<file path="src/rtl/seqdet_rr_sched_pkg.sv">
// Shared types and constants for the round-robin serial 1010 detector scheduler.
package seqdet_rr_sched_pkg;

    typedef enum logic [1:0] {
        ST_IDLE  = 2'd0,
        ST_GRANT = 2'd1,
        ST_DONE  = 2'd2
    } sched_state_t;

    typedef enum logic [1:0] {
        S0   = 2'd0,
        S1   = 2'd1,
        S10  = 2'd2,
        S101 = 2'd3
    } det_state_t;

    localparam logic [3:0] PATTERN = 4'b1010;

    // Overlapping detector advance; a completed match falls back to the "10" prefix.
    function automatic det_state_t det_next(input det_state_t s, input logic b);
        case (s)
            S0:      det_next = (b == PATTERN[3]) ? S1   : S0;
            S1:      det_next = (b == PATTERN[2]) ? S10  : S1;
            S10:     det_next = (b == PATTERN[1]) ? S101 : S0;
            default: det_next = (b == PATTERN[0]) ? S10  : S1;
        endcase
    endfunction

endpackage

</file>
<file path="src/rtl/seqdet_1010_core.sv">
// Mealy 1010 detector: hit is combinational on the bit that completes the pattern.
module seqdet_1010_core
    import seqdet_rr_sched_pkg::*;
(
    input  logic clk,
    input  logic reset,
    input  logic clr,
    input  logic en,
    input  logic bit_in,
    output logic hit
);

    det_state_t st_q;
    det_state_t st_d;

    always_ff @(posedge clk or negedge reset) begin
        if (!reset) begin
            st_q <= S0;
        end else begin
            st_q <= st_d;
        end
    end

    // Clear has priority so a frame's tail never leaks into the next one.
    always_comb begin
        st_d = st_q;
        if (clr) begin
            st_d = S0;
        end else if (en) begin
            st_d = det_next(st_q, bit_in);
        end
    end

    assign hit = (st_q == S101) && en && (bit_in == PATTERN[0]);

endmodule

</file>
<file path="src/rtl/seqdet_rr_sched.sv">
// Round-robin arbiter over NREQ serial channels feeding one 1010 detector with per-frame match count.
// Optional idle-bit timeout abort is enabled by defining SEQSCHED_TIMEOUT_EN.
module seqdet_rr_sched
    import seqdet_rr_sched_pkg::*;
#(
    parameter int unsigned NREQ   = 4,
    parameter int unsigned CNT_W  = 8,
    parameter int unsigned TO_CYC = 16
) (
    input  logic                     clk,
    input  logic                     reset,
    input  logic [NREQ-1:0]          req,
    input  logic [NREQ-1:0]          bit_in,
    input  logic [NREQ-1:0]          bit_vld,
    input  logic [NREQ-1:0]          last,
    output logic [NREQ-1:0]          gnt,
    output logic                     match,
    output logic                     done,
    output logic [$clog2(NREQ)-1:0]  done_ch,
    output logic [CNT_W-1:0]         done_count,
    output logic                     abort
);

    localparam int unsigned CH_W = $clog2(NREQ);

    sched_state_t     state_q;
    sched_state_t     state_d;
    logic [CH_W-1:0]  ch_q;
    logic [CH_W-1:0]  ch_d;
    logic [CH_W-1:0]  last_served_q;
    logic [CH_W-1:0]  last_served_d;
    logic [CNT_W-1:0] cnt_q;
    logic [CNT_W-1:0] cnt_d;
    logic [CNT_W-1:0] cnt_sat;

    logic [NREQ-1:0]  gnt_d;
    logic             match_d;
    logic             done_d;
    logic [CH_W-1:0]  done_ch_d;
    logic [CNT_W-1:0] done_count_d;
    logic             abort_d;

    logic [CH_W-1:0]  rr_idx;
    logic [CH_W-1:0]  rr_cand;
    logic             rr_found;

    logic             in_grant;
    logic             acc;
    logic             acc_last;
    logic             req_drop;
    logic             to_expire;
    logic             abort_cond;
    logic             det_clr;
    logic             det_hit;

    assign in_grant   = (state_q == ST_GRANT);
    assign acc        = in_grant && gnt[ch_q] && bit_vld[ch_q];
    assign acc_last   = acc && last[ch_q];
    assign req_drop   = in_grant && !req[ch_q];
    // An accepted last bit outranks a simultaneous request drop or timeout.
    assign abort_cond = in_grant && !acc_last && (req_drop || to_expire);
    assign det_clr    = !in_grant || abort_cond;
    assign cnt_sat    = (&cnt_q) ? cnt_q : cnt_q + CNT_W'(1);

    seqdet_1010_core u_core (
        .clk    (clk),
        .reset  (reset),
        .clr    (det_clr),
        .en     (acc),
        .bit_in (bit_in[ch_q]),
        .hit    (det_hit)
    );

`ifdef SEQSCHED_TIMEOUT_EN
    localparam int unsigned TO_W = $clog2(TO_CYC + 1);

    logic [TO_W-1:0] to_cnt_q;

    // Counts consecutive granted cycles without an accepted bit.
    always_ff @(posedge clk or negedge reset) begin
        if (!reset) begin
            to_cnt_q <= '0;
        end else if (!in_grant || acc) begin
            to_cnt_q <= '0;
        end else if (!to_expire) begin
            to_cnt_q <= to_cnt_q + TO_W'(1);
        end
    end

    assign to_expire = in_grant && !acc && (to_cnt_q == TO_W'(TO_CYC - 1));
`else
    assign to_expire = 1'b0;
`endif

    // First requester at or after last_served+1, wrapping.
    always_comb begin
        rr_idx   = '0;
        rr_cand  = '0;
        rr_found = 1'b0;
        for (int unsigned i = 0; i < NREQ; i++) begin
            rr_cand = CH_W'((32'(last_served_q) + 32'd1 + i) % NREQ);
            if (!rr_found && req[rr_cand]) begin
                rr_found = 1'b1;
                rr_idx   = rr_cand;
            end
        end
    end

    always_ff @(posedge clk or negedge reset) begin
        if (!reset) begin
            state_q <= ST_IDLE;
        end else begin
            state_q <= state_d;
        end
    end

    always_comb begin
        state_d = state_q;
        case (state_q)
            ST_IDLE: begin
                if (|req) begin
                    state_d = ST_GRANT;
                end
            end
            ST_GRANT: begin
                if (acc_last) begin
                    state_d = ST_DONE;
                end else if (abort_cond) begin
                    state_d = ST_IDLE;
                end
            end
            ST_DONE: state_d = ST_IDLE;
            default: state_d = ST_IDLE;
        endcase
    end

    always_comb begin
        gnt_d         = gnt;
        match_d       = det_hit;
        done_d        = 1'b0;
        abort_d       = 1'b0;
        done_ch_d     = done_ch;
        done_count_d  = done_count;
        ch_d          = ch_q;
        last_served_d = last_served_q;
        cnt_d         = cnt_q;
        case (state_q)
            ST_IDLE: begin
                cnt_d = '0;
                gnt_d = '0;
                if (|req) begin
                    gnt_d = NREQ'(1) << rr_idx;
                    ch_d  = rr_idx;
                end
            end
            ST_GRANT: begin
                if (det_hit) begin
                    cnt_d = cnt_sat;
                end
                if (acc_last) begin
                    gnt_d         = '0;
                    done_d        = 1'b1;
                    done_ch_d     = ch_q;
                    done_count_d  = cnt_d;
                    last_served_d = ch_q;
                end else if (abort_cond) begin
                    gnt_d         = '0;
                    abort_d       = 1'b1;
                    done_ch_d     = ch_q;
                    last_served_d = ch_q;
                    cnt_d         = '0;
                end
            end
            default: begin
                gnt_d = '0;
                cnt_d = '0;
            end
        endcase
    end

    always_ff @(posedge clk or negedge reset) begin
        if (!reset) begin
            gnt           <= '0;
            match         <= 1'b0;
            done          <= 1'b0;
            abort         <= 1'b0;
            done_ch       <= '0;
            done_count    <= '0;
            ch_q          <= '0;
            last_served_q <= CH_W'(NREQ - 1);
            cnt_q         <= '0;
        end else begin
            gnt           <= gnt_d;
            match         <= match_d;
            done          <= done_d;
            abort         <= abort_d;
            done_ch       <= done_ch_d;
            done_count    <= done_count_d;
            ch_q          <= ch_d;
            last_served_q <= last_served_d;
            cnt_q         <= cnt_d;
        end
    end

endmodule

</file>
<file path="config.mk">
export PLATFORM = sky130hd
export DESIGN_NAME = seqdet_rr_sched
export DESIGN_NICKNAME = d
export VERILOG_FILES = /design/src/rtl/seqdet_rr_sched_pkg.sv /design/src/rtl/seqdet_1010_core.sv /design/src/rtl/seqdet_rr_sched.sv
export SDC_FILE = /design/constraint.sdc
export NUM_CORES = 1
export LEC_CHECK = 0
export ABC_AREA = 0
export CORE_ASPECT_RATIO = 1.2
export CORE_MARGIN = 2
export CORE_UTILIZATION = 51
export CTS_CLUSTER_SIZE = 25
export DETAILED_ROUTE_END_ITERATION = 8
export HOLD_SLACK_MARGIN = 0.06
export PLACE_DENSITY = 0.77
export SLEW_MARGIN = 25
export SYNTH_ARGS = -nofsm -noshare
export SYNTH_HDL_FRONTEND = slang
export SYNTH_HIERARCHICAL = 1
export SYNTH_SLANG_ARGS = --single-unit
</file>
<file path="constraint.sdc">
create_clock -name clk -period 2.85 [get_ports clk]
set_input_delay 0.57 -clock clk [delete_from_list [all_inputs] [get_ports clk]]
set_output_delay 0.57 -clock clk [all_outputs]
set_load 0.05 [all_outputs]
</file>
==> report_table.html, run 1 <==
<table>
<tr><th>Metric</th><th>Value</th></tr>
<tr><th colspan="2">Run status</th></tr>
<tr><td>Result of the run</td><td>finished clean</td></tr>
<tr><th colspan="2">Logic synthesis</th></tr>
<tr><td>Post-synthesis async set-or-reset flop share</td><td>100%</td></tr>
<tr><td>Mux share of post-synthesis cell area</td><td>13.8%</td></tr>
<tr><td>Synth warn</td><td>6</td></tr>
<tr><td>Total nets after synthesis</td><td>about 180</td></tr>
<tr><td>Synthesized netlist cell count</td><td>~160</td></tr>
<tr><td>Adder and majority cell fraction of the synthesized area</td><td>less than 1%</td></tr>
<tr><td>Number of enable-type register cells in the synthesized netlist</td><td>0</td></tr>
<tr><td>Simple logic cell fraction of the synthesized area</td><td>17.1%</td></tr>
<tr><td>Area share of xor/xnor cells in the synthesized design</td><td>between 1 and 1.5%</td></tr>
<tr><td>Share of synthesized area occupied by flip-flops and latches</td><td>between 40% and 50%</td></tr>
<tr><td>Prevailing post-synth register cell</td><td>sky130_fd_sc_hd__dfrtp_1</td></tr>
<tr><td>Number of register bits inferred by synthesis</td><td>33</td></tr>
<tr><td>Netlist area before placement</td><td>1740 um^2</td></tr>
<tr><td>Combinational family with the most area after synthesis</td><td>compound AO/OA/AOI/OAI gates</td></tr>
<tr><td>Distinct cell type count after synthesis</td><td>41</td></tr>
<tr><td>Fraction of the mapped netlist area in compound gates</td><td>17.1%</td></tr>
<tr><td>Avg Cell Area, Syn</td><td>between 10 and 15 um^2</td></tr>
<tr><th colspan="2">Power</th></tr>
<tr><td>Peak supply drop</td><td>approximately 0.0007 V</td></tr>
<tr><td>Ratio of total power to cell area</td><td>1020 nW/um^2</td></tr>
<tr><td>Leakage dissipation</td><td>0.954 nW</td></tr>
<tr><th colspan="2">Global route</th></tr>
<tr><td>GRT Residual Overflow</td><td>0</td></tr>
<tr><td>Global-route wire length before repair</td><td>6940 um</td></tr>
<tr><td>Pin count of the biggest net entering global routing</td><td>34</td></tr>
<tr><td>Initial antenna violation count</td><td>0</td></tr>
<tr><td>Global-route total usage across every layer</td><td>a little under a quarter</td></tr>
<tr><td>Via count of the first global-routing pass</td><td>1575</td></tr>
<tr><th colspan="2">Layout</th></tr>
<tr><td>Share of the core filled with cells in the final layout</td><td>roughly 69%</td></tr>
<tr><td>Fin nets</td><td>approximately 230</td></tr>
<tr><td>Number of inserted diodes</td><td>0</td></tr>
<tr><td>Count of non-filler cells in the finished layout</td><td>245</td></tr>
<tr><td>Area of the multi-input gates</td><td>between 800 and 900 um^2</td></tr>
<tr><td>Number of filler instances in the final layout</td><td>around 260</td></tr>
<tr><td>Finished Cell Area</td><td>2300 um^2</td></tr>
<tr><td>Storage cell area</td><td>between 800 and 900 um^2</td></tr>
<tr><td>Share of layout cells above drive strength 1</td><td>17.3%</td></tr>
<tr><td>Area added between synthesis and finish</td><td>32.2%</td></tr>
<tr><th colspan="2">CTS</th></tr>
<tr><td>Buffer cell driving the clock tree root</td><td>sky130_fd_sc_hd__clkbuf_8</td></tr>
<tr><td>Setup Fix Bufs, Post-CTS</td><td>0</td></tr>
<tr><td>Clock edge transition at the registers on the reported setup and hold paths</td><td>roughly 70 ps</td></tr>
<tr><td>Worst-Skew Late Latency</td><td>280 ps</td></tr>
<tr><td>TritonCTS Buffers</td><td>5</td></tr>
<tr><td>Total number of H-tree levels</td><td>2</td></tr>
<tr><td>Clock Sink Count</td><td>33</td></tr>
<tr><td>Number of buffers on the longest clock path</td><td>2</td></tr>
<tr><td>Clock tree from TritonCTS</td><td>built</td></tr>
<tr><th colspan="2">Setup path</th></tr>
<tr><td>Worst Setup Start Kind</td><td>input port</td></tr>
<tr><td>Worst r2r src</td><td>ch_q[0]</td></tr>
<tr><td>Top fanout value on the critical path</td><td>3</td></tr>
<tr><td>CP Class</td><td>in -&gt; reg</td></tr>
<tr><td>Launching instance or port of the critical path</td><td>bit_vld[2]</td></tr>
<tr><td>Reg2Reg Setup Slack</td><td>between 300 and 400 ps</td></tr>
<tr><td>Number of cell instances on the worst register-to-register path</td><td>8</td></tr>
<tr><td>Worst endpoint required time</td><td>about 3000 ps</td></tr>
<tr><td>Element type at the critical path end</td><td>flop</td></tr>
<tr><td>Arrival time at the worst endpoint</td><td>2850 ps</td></tr>
<tr><td>Worst Setup EP</td><td>done_count[6]</td></tr>
<tr><td>Terminus of the critical flop-to-flop path</td><td>done_count[6]</td></tr>
<tr><th colspan="2">STA</th></tr>
<tr><td>Max Transition Viols Final</td><td>0</td></tr>
<tr><td>Max-slew headroom</td><td>around half</td></tr>
<tr><td>Slew of the pin with the lowest slew margin</td><td>724 ps</td></tr>
<tr><td>Worst Clk Skew</td><td>between 3 and 4 ps</td></tr>
<tr><td>Final period util</td><td>around 94%</td></tr>
<tr><td>Highest Clock Rate</td><td>~370 MHz</td></tr>
<tr><td>Min Tclk post-route</td><td>2690 ps</td></tr>
<tr><td>Total of endpoints with negative setup slack in the final report</td><td>0</td></tr>
<tr><td>Endpoints failing hold</td><td>0</td></tr>
<tr><th colspan="2">Drt</th></tr>
<tr><td>Detailed-route DRC error count</td><td>0</td></tr>
<tr><td>Number of DRC markers after the initial detailed-route iteration</td><td>81</td></tr>
<tr><td>Total length of routed met3 wires</td><td>between 200 and 250 um</td></tr>
<tr><td>Wire length per cell</td><td>approximately 17 um</td></tr>
<tr><td>Router iterations before antenna repair</td><td>4</td></tr>
<tr><td>Top routing layer in use</td><td>met4</td></tr>
<tr><td>Final Routed Wirelength</td><td>slightly above 4000 um</td></tr>
<tr><td>Vias after detailed routing</td><td>between 1000 and 1500</td></tr>
<tr><td>Via density per instance</td><td>between 6 and 7</td></tr>
<tr><td>WL met2</td><td>between 2000 and 2500 um</td></tr>
<tr><td>DRT met1 WL</td><td>~1600 um</td></tr>
<tr><td>Antenna Nets Post-Route</td><td>0</td></tr>
<tr><th colspan="2">Die</th></tr>
<tr><td>Site Rows</td><td>23</td></tr>
<tr><td>Initial cell density of the core</td><td>a little over half</td></tr>
<tr><td>Die Y</td><td>68.0 um</td></tr>
<tr><td>Core area</td><td>approximately 3300 um^2</td></tr>
<tr><td>Area of the die</td><td>roughly 4000 um^2</td></tr>
<tr><td>Die span in x</td><td>between 50 and 60 um</td></tr>
<tr><td>Io pins</td><td>35</td></tr>
<tr><th colspan="2">Worst hold path</th></tr>
<tr><td>HP Class</td><td>reg -&gt; reg</td></tr>
<tr><th colspan="2">Job</th></tr>
<tr><td>Count of max-cap constraint violations</td><td>0</td></tr>
<tr><th colspan="2">Place</th></tr>
<tr><td>Area post-placement</td><td>~2200 um^2</td></tr>
<tr><td>Placed instance count</td><td>237</td></tr>
<tr><td>Final HPWL DP</td><td>about 3000 um</td></tr>
<tr><td>Number of buffers added on ports</td><td>34</td></tr>
<tr><td>Final RePlAce weighted congestion</td><td>about 0.84</td></tr>
</table>
how the worst min path moves through the flow:
| stage | start | endpoint | slack [ps] | depth (start not counted) |
|---|---|---|---|---|
| final | last_served_q[0] | last_served_q[0] | 520 | 2 |
| after detailed placement | last_served_q[0] | last_served_q[0] | 510 | 2 |
| after global placement | done_count[6] | done_count[6] | 500 | 1 |
| after global routing | done_count[6] | done_count[6] | 550 | 1 |
| after floorplan | reset | abort | 270 | 0 |
| after CTS | last_served_q[0] | last_served_q[0] | 530 | 2 |
cell usage in the layout (no fill, tap or decap), types with 3 or more instances in the layout:
master / instances
sky130_fd_sc_hd__a21o_1: 3
sky130_fd_sc_hd__a21oi_1: 3
sky130_fd_sc_hd__a31oi_1: 4
sky130_fd_sc_hd__a32o_1: 4
sky130_fd_sc_hd__and2_1: 5
sky130_fd_sc_hd__buf_4: 12
sky130_fd_sc_hd__clkbuf_8: 7
sky130_fd_sc_hd__clkdlybuf4s50_1: 34
sky130_fd_sc_hd__dfrtp_1: 31
sky130_fd_sc_hd__inv_1: 5
sky130_fd_sc_hd__mux2i_1: 9
sky130_fd_sc_hd__nand2_1: 14
sky130_fd_sc_hd__nand2b_1: 5
sky130_fd_sc_hd__nand3_1: 3
sky130_fd_sc_hd__nor2_1: 6
sky130_fd_sc_hd__nor2b_1: 3
sky130_fd_sc_hd__nor3_1: 9
sky130_fd_sc_hd__o211ai_1: 10
sky130_fd_sc_hd__o21ai_0: 8
repair_timing:
action / 4_1_cts / 5_1_grt
endpoints found under the hold margin: 0 / 0
endpoints found under the setup margin: 0 / 3
gates resized for setup: 0 / 3
hold buffers: 0 / 0
critical path, stage by stage:
cell and delay, ps:
sky130_fd_sc_hd__clkdlybuf4s50_1 480, sky130_fd_sc_hd__nand2_1 60, sky130_fd_sc_hd__mux4_2 470, sky130_fd_sc_hd__nor2_1 150
sky130_fd_sc_hd__nand3b_1 130, sky130_fd_sc_hd__nor2_2 130, sky130_fd_sc_hd__and4_1 230, sky130_fd_sc_hd__nor3b_1 280
sky130_fd_sc_hd__nor2_1 100, sky130_fd_sc_hd__mux2_4 260
cells by family after synthesis:
logic type | Yosys count
XOR/XNOR | 2
AND/OR/NAND/NOR | 55
AO/OA/AOI/OAI | 41
multiplexers | 17
adder cells (fa/ha/maj) | 1
buffers and inverters | 10
flip-flops | 33
flip-flops by register name, indices dropped and copies added (netlist names):
| signal | flops |
|---|---|
| cnt_q | 8 |
| u_core/st_q | 2 |
| done | 1 |
| match | 1 |
| last_served_q | 2 |
| done_count | 8 |
| done_ch | 2 |
| abort | 1 |
| state_q | 2 |
| ch_q | 2 |
| gnt | 4 |
Yosys cell counts (2+ instances only):
cell type / instances / area [um^2]
sky130_fd_sc_hd__a32o_1: 4 / 40.0
sky130_fd_sc_hd__clkbuf_1: 2 / 7.51
sky130_fd_sc_hd__nor3_1: 9 / 45.0
sky130_fd_sc_hd__and4_1: 2 / 17.5
sky130_fd_sc_hd__nor2b_1: 3 / 18.8
sky130_fd_sc_hd__a21oi_2: 2 / 17.5
sky130_fd_sc_hd__a21oi_1: 3 / 15.0
sky130_fd_sc_hd__dfstp_2: 2 / 52.6
sky130_fd_sc_hd__mux4_1: 2 / 52.6
sky130_fd_sc_hd__mux2_2: 2 / 22.5
sky130_fd_sc_hd__nand2_1: 14 / 52.6
sky130_fd_sc_hd__nor3b_1: 3 / 22.5
sky130_fd_sc_hd__mux2i_1: 9 / 90.1
sky130_fd_sc_hd__nand3_1: 3 / 15.0
sky130_fd_sc_hd__xor2_1: 2 / 17.5
sky130_fd_sc_hd__inv_1: 5 / 18.8
sky130_fd_sc_hd__o21ai_0: 8 / 40.0
sky130_fd_sc_hd__a31oi_1: 4 / 25.0
sky130_fd_sc_hd__mux2_4: 2 / 30.0
sky130_fd_sc_hd__mux4_2: 2 / 45.0
sky130_fd_sc_hd__nor2_1: 7 / 26.3
sky130_fd_sc_hd__o211ai_1: 10 / 75.1
sky130_fd_sc_hd__and2_1: 5 / 31.3
sky130_fd_sc_hd__nand2b_1: 5 / 31.3
sky130_fd_sc_hd__a21o_1: 3 / 22.5
sky130_fd_sc_hd__dfrtp_1: 31 / 776
routing by layer:
metal  vias to the layer above  GRT usage (%)
li1                        690              -
met1                       724           26.7
met2                        65           40.7
met3                        11           5.10
met4                         0           14.2
met5                         -              0
per-stage QoR:
step                worst slack, ps  hold slack, ps  total power, mW  setup TNS (ps)
floorplan                       116             274             1.55               0
global placement              -82.3             499             1.91            -198
detailed placement             -170             507             1.95            -440
CTS                             130             526             2.34               0
global route                  -23.4             545             2.47           -23.4
finish                          164             522             2.33               0
report_power, final:
| part | total [mW] | internal [mW] | switching (mW) |
|---|---|---|---|
| registers | 0.748 | 0.611 | 0.137 |
| logic | 1.20 | 0.457 | 0.743 |
| clock network | 0.387 | 0.218 | 0.169 |
cell type report:
type	instances	area share, %
Clock buffer	7	4.19
Timing Repair Buffer	46	18.7
Tap cell	37	2.01
Inverter	5	0.817
Clock inverter	1	0.218
Multi-Input combinational cell	116	38.0
Sequential cell	33	36.0
No activity file was read; power rests on OpenSTA's default activity.
==> run 2, diff against run 1 <==
--- a/config.mk
+++ b/config.mk
@@ -7,7 +7,7 @@
 export LEC_CHECK = 0
 export ABC_AREA = 0
 export CORE_ASPECT_RATIO = 1.2
-export CORE_MARGIN = 2
+export CORE_MARGIN = 5
 export CORE_UTILIZATION = 51
 export CTS_CLUSTER_SIZE = 25
 export DETAILED_ROUTE_END_ITERATION = 8
==> run 2 against run 1 <==
  * Global-route usage fell by 3.8 points
  * Sequential power about the same
  * Routed wire length grew 4.9%
  * Power rose by 0.24%
  * Count of clock-buffer cells in the layout did not move
  * Non-clock buffer count down 1
  * Cell count down 0.41%
  * Register-to-register slack gained 20 ps
  * Sequential cell count unchanged
  * Worst hold slack worse by 11 ps
  * Critical endpoint is now done_count[7]
  * Largest power group unchanged
==> report_table.html, run 2 (synthesis results as in run 1) <==
<table>
<tr><th>Metric</th><th>Value</th></tr>
<tr><th colspan="2">Setup path</th></tr>
<tr><td>CP cell instances</td><td>clkdlybuf4s50_1, nand2_1, mux4_2, nor2_1, nand3b_1, nor2_1, and4_1, nor3b_2, mux2i_1, mux2i_1 (was clkdlybuf4s50_1, nand2_1, mux4_2, nor2_1, nand3b_1, nor2_2, and4_1, nor3b_1, nor2_1, mux2_4)</td></tr>
<tr><td>Slowest cell on the critical path</td><td>sky130_fd_sc_hd__clkdlybuf4s50_1 (unchanged)</td></tr>
<tr><td>Worst endpoint required time</td><td>3010 ps (was 3020 ps)</td></tr>
<tr><td>Cell family with most CP delay</td><td>simple AND/OR/NAND/NOR gates (unchanged)</td></tr>
<tr><td>CP Class</td><td>in -&gt; reg (unchanged)</td></tr>
<tr><td>Arrival time at the worst endpoint</td><td>2800 ps (was 2850 ps)</td></tr>
<tr><td>Worst Setup Start Kind</td><td>input port (unchanged)</td></tr>
<tr><td>Critical path buffers and inverters</td><td>1 (unchanged)</td></tr>
<tr><td>Element type at the critical path end</td><td>flop (unchanged)</td></tr>
<tr><td>Worst stage delay on the critical path</td><td>480 ps (about the same)</td></tr>
<tr><td>Top fanout value on the critical path</td><td>3 (unchanged)</td></tr>
<tr><th colspan="2">Place</th></tr>
<tr><td>Final HPWL DP</td><td>3220 um (was 3050 um)</td></tr>
<tr><td>Placed instance count</td><td>236 (was 237)</td></tr>
<tr><td>Area post-placement</td><td>2180 um^2 (was 2190 um^2)</td></tr>
<tr><td>Pre-CTS setup slack</td><td>-175 ps (was -170 ps)</td></tr>
<tr><td>Number of buffers added on ports</td><td>34 (unchanged)</td></tr>
<tr><td>Final RePlAce weighted congestion</td><td>0.976 (was 0.845)</td></tr>
<tr><th colspan="2">STA</th></tr>
<tr><td>Slew of the pin with the lowest slew margin</td><td>750 ps (was 724 ps)</td></tr>
<tr><td>Min Tclk post-route</td><td>2650 ps (was 2690 ps)</td></tr>
<tr><td>Worst Clk Skew</td><td>9.13 ps (was 3.64 ps)</td></tr>
<tr><td>Setup TNS</td><td>0 ps (unchanged)</td></tr>
<tr><td>Hold_ws</td><td>511 ps (was 522 ps)</td></tr>
<tr><td>Highest Clock Rate</td><td>377 MHz (was 372 MHz)</td></tr>
<tr><td>Total of endpoints with negative setup slack in the final report</td><td>0 (unchanged)</td></tr>
<tr><td>Endpoints failing hold</td><td>0 (unchanged)</td></tr>
<tr><td>Unrepaired setup endpoints after global routing</td><td>false</td></tr>
<tr><td>Max-slew headroom</td><td>49.9% (was 51.1%)</td></tr>
<tr><td>Final period util</td><td>93.0% (was 94.2%)</td></tr>
<tr><td>Smallest setup slack after layout</td><td>201 ps (was 164 ps)</td></tr>
<tr><td>Max Transition Viols Final</td><td>0 (unchanged)</td></tr>
<tr><th colspan="2">CTS</th></tr>
<tr><td>Clock Sink Count</td><td>33 (unchanged)</td></tr>
<tr><td>Worst-Skew Late Latency</td><td>290 ps (was 280 ps)</td></tr>
<tr><td>TritonCTS Buffers</td><td>5 (unchanged)</td></tr>
<tr><td>Hold bufs inserted after CTS</td><td>0 (unchanged)</td></tr>
<tr><td>Number of buffers on the longest clock path</td><td>2 (unchanged)</td></tr>
<tr><td>Clock edge transition at the registers on the reported setup and hold paths</td><td>70 ps (about the same)</td></tr>
<tr><td>Setup Fix Bufs, Post-CTS</td><td>0 (unchanged)</td></tr>
<tr><td>Clock tree from TritonCTS</td><td>built (unchanged)</td></tr>
<tr><td>Total number of H-tree levels</td><td>2 (unchanged)</td></tr>
<tr><td>Post-cts resize count</td><td>0 (unchanged)</td></tr>
<tr><td>Buffer cell driving the clock tree root</td><td>sky130_fd_sc_hd__clkbuf_8 (unchanged)</td></tr>
<tr><th colspan="2">Layout</th></tr>
<tr><td>Finished Cell Area</td><td>2290 um^2 (was 2300 um^2)</td></tr>
<tr><td>Count of non-filler cells in the finished layout</td><td>244 (was 245)</td></tr>
<tr><td>Share of layout cells above drive strength 1</td><td>16.4% (was 17.3%)</td></tr>
<tr><td>Number of inserted diodes</td><td>0 (unchanged)</td></tr>
<tr><td>Area added between synthesis and finish</td><td>31.8% (was 32.2%)</td></tr>
<tr><td>Share of the core filled with cells in the final layout</td><td>69.3% (was 69.5%)</td></tr>
<tr><td>Largest registers in the final layout</td><td>cnt_q (8), done_count (8), gnt (4) (unchanged)</td></tr>
<tr><td>Commonest non-fill, non-tap cell in the layout</td><td>sky130_fd_sc_hd__clkdlybuf4s50_1 (unchanged)</td></tr>
<tr><td>Most frequent cells in the layout</td><td>34 x sky130_fd_sc_hd__clkdlybuf4s50_1, 31 x sky130_fd_sc_hd__dfrtp_1, 14 x sky130_fd_sc_hd__nand2_1, 11 x sky130_fd_sc_hd__buf_4, 10 x sky130_fd_sc_hd__o211ai_1 (was 34 x sky130_fd_sc_hd__clkdlybuf4s50_1, 31 x sky130_fd_sc_hd__dfrtp_1, 14 x sky130_fd_sc_hd__nand2_1, 12 x sky130_fd_sc_hd__buf_4, 10 x sky130_fd_sc_hd__o211ai_1)</td></tr>
<tr><td>Fin nets</td><td>225 (was 226)</td></tr>
<tr><th colspan="2">Drt</th></tr>
<tr><td>Wire length per cell</td><td>17.5 um (was 16.6 um)</td></tr>
<tr><td>Final Routed Wirelength</td><td>4260 um (was 4060 um)</td></tr>
<tr><td>Vias after detailed routing</td><td>1500 (was 1490)</td></tr>
<tr><td>Detailed-route DRC error count</td><td>0 (unchanged)</td></tr>
<tr><td>Number of DRC markers after the initial detailed-route iteration</td><td>98 (was 81)</td></tr>
<tr><td>Via density per instance</td><td>6.15 (was 6.08)</td></tr>
<tr><td>Router iterations before antenna repair</td><td>4 (unchanged)</td></tr>
<tr><td>Antenna Nets Post-Route</td><td>0 (unchanged)</td></tr>
<tr><th colspan="2">Die</th></tr>
<tr><td>Site Rows</td><td>23 (unchanged)</td></tr>
<tr><td>Core area</td><td>3310 um^2 (unchanged)</td></tr>
<tr><td>Initial cell density of the core</td><td>52.6% (unchanged)</td></tr>
<tr><td>Die span in x</td><td>63.3 um (was 57.3 um)</td></tr>
<tr><td>Io pins</td><td>35 (unchanged)</td></tr>
<tr><td>Die Y</td><td>74.0 um (was 68.0 um)</td></tr>
<tr><td>Area of the die</td><td>4680 um^2 (was 3900 um^2)</td></tr>
<tr><th colspan="2">Power</th></tr>
<tr><td>Internal power of the cells</td><td>1.28 mW (was 1.29 mW)</td></tr>
<tr><td>Switching power summed over all nets</td><td>1.06 mW (was 1.05 mW)</td></tr>
<tr><td>Fraction of power consumed by combinational cells</td><td>51.4% (about the same)</td></tr>
<tr><td>Part of the total power dissipated in sequential elements</td><td>31.9% (was 32.0%)</td></tr>
<tr><td>Total power consumption of the routed design</td><td>2.34 mW (was 2.33 mW)</td></tr>
<tr><td>Peak supply drop</td><td>0.000821 V (was 0.000713 V)</td></tr>
<tr><td>Leakage dissipation</td><td>0.949 nW (was 0.954 nW)</td></tr>
<tr><td>Ratio of total power to cell area</td><td>1020 nW/um^2 (about the same)</td></tr>
<tr><td>Share of total power in the clock network</td><td>16.7% (was 16.6%)</td></tr>
<tr><td>Sw frac</td><td>45.1% (was 44.9%)</td></tr>
<tr><th colspan="2">Worst hold path</th></tr>
<tr><td>HP Class</td><td>reg -&gt; reg (unchanged)</td></tr>
<tr><th colspan="2">Global route</th></tr>
<tr><td>Initial antenna violation count</td><td>0 (unchanged)</td></tr>
<tr><td>Global-route wire length before repair</td><td>7270 um (was 6940 um)</td></tr>
<tr><td>Via count of the first global-routing pass</td><td>1611 (was 1575)</td></tr>
<tr><td>Global-route total usage across every layer</td><td>19.7% (was 23.5%)</td></tr>
<tr><td>Pin count of the biggest net entering global routing</td><td>34 (unchanged)</td></tr>
<tr><td>GRT Residual Overflow</td><td>0 (unchanged)</td></tr>
<tr><th colspan="2">Job</th></tr>
<tr><td>Count of max-cap constraint violations</td><td>0 (unchanged)</td></tr>
<tr><th colspan="2">Run status</th></tr>
<tr><td>Result of the run</td><td>finished clean (unchanged)</td></tr>
</table>
run 2: power by group through the flow:
stage	sequential (mW)	clock [mW]	combinational [mW]
final	0.747	0.390	1.20
after detailed placement	0.752	0	1.20
after floorplan	1.00	0	0.549
after global placement	0.747	0	1.17
after CTS	0.747	0.394	1.21
after global routing	0.767	0.418	1.28
run 2: routing by layer:
metal	routed length [um]	vias up	GRT usage (%)
met5	0	-	0
met4	75	0	8.55
met3	265	8	6.50
met2	2310	55	36.5
met1	1610	747	20.4
li1	-	690	-
run 2: path summary, 6_finish.rpt:
kind / startpoint / cells after the start / slack, ps / end
max in group asynchronous: reset / 2 / 1840 / last_served_q[1]
setup / recovery: bit_vld[3] / 10 / 200 / done_count[7]
setup reg to reg: ch_q[0] / 7 / 350 / done_count[7]
hold / removal: done_count[2] / 1 / 510 / done_count[2]
min in group asynchronous: reset / 2 / 680 / done_count[4]
hold reg to reg: done_count[2] / 1 / 510 / done_count[2]
run 2: layout make-up:
class	instances	area [um^2]
multi-input cells	116	875
flip-flops and latches	33	828
fillers	250	1020
repair buffers	45	423
well taps	37	46.3
clock inverters	1	5.00
clock buffers	7	96.3
inverters	5	18.8
run 2: worst register-to-register path, cell delays in order, from the launching register on:
cell	delay, ps
sky130_fd_sc_hd__dfrtp_1	570
sky130_fd_sc_hd__mux4_1	640
sky130_fd_sc_hd__nand3b_1	200
sky130_fd_sc_hd__nor2_1	150
sky130_fd_sc_hd__and4_1	220
sky130_fd_sc_hd__nor3b_2	210
sky130_fd_sc_hd__mux2i_1	260
sky130_fd_sc_hd__mux2i_1	100
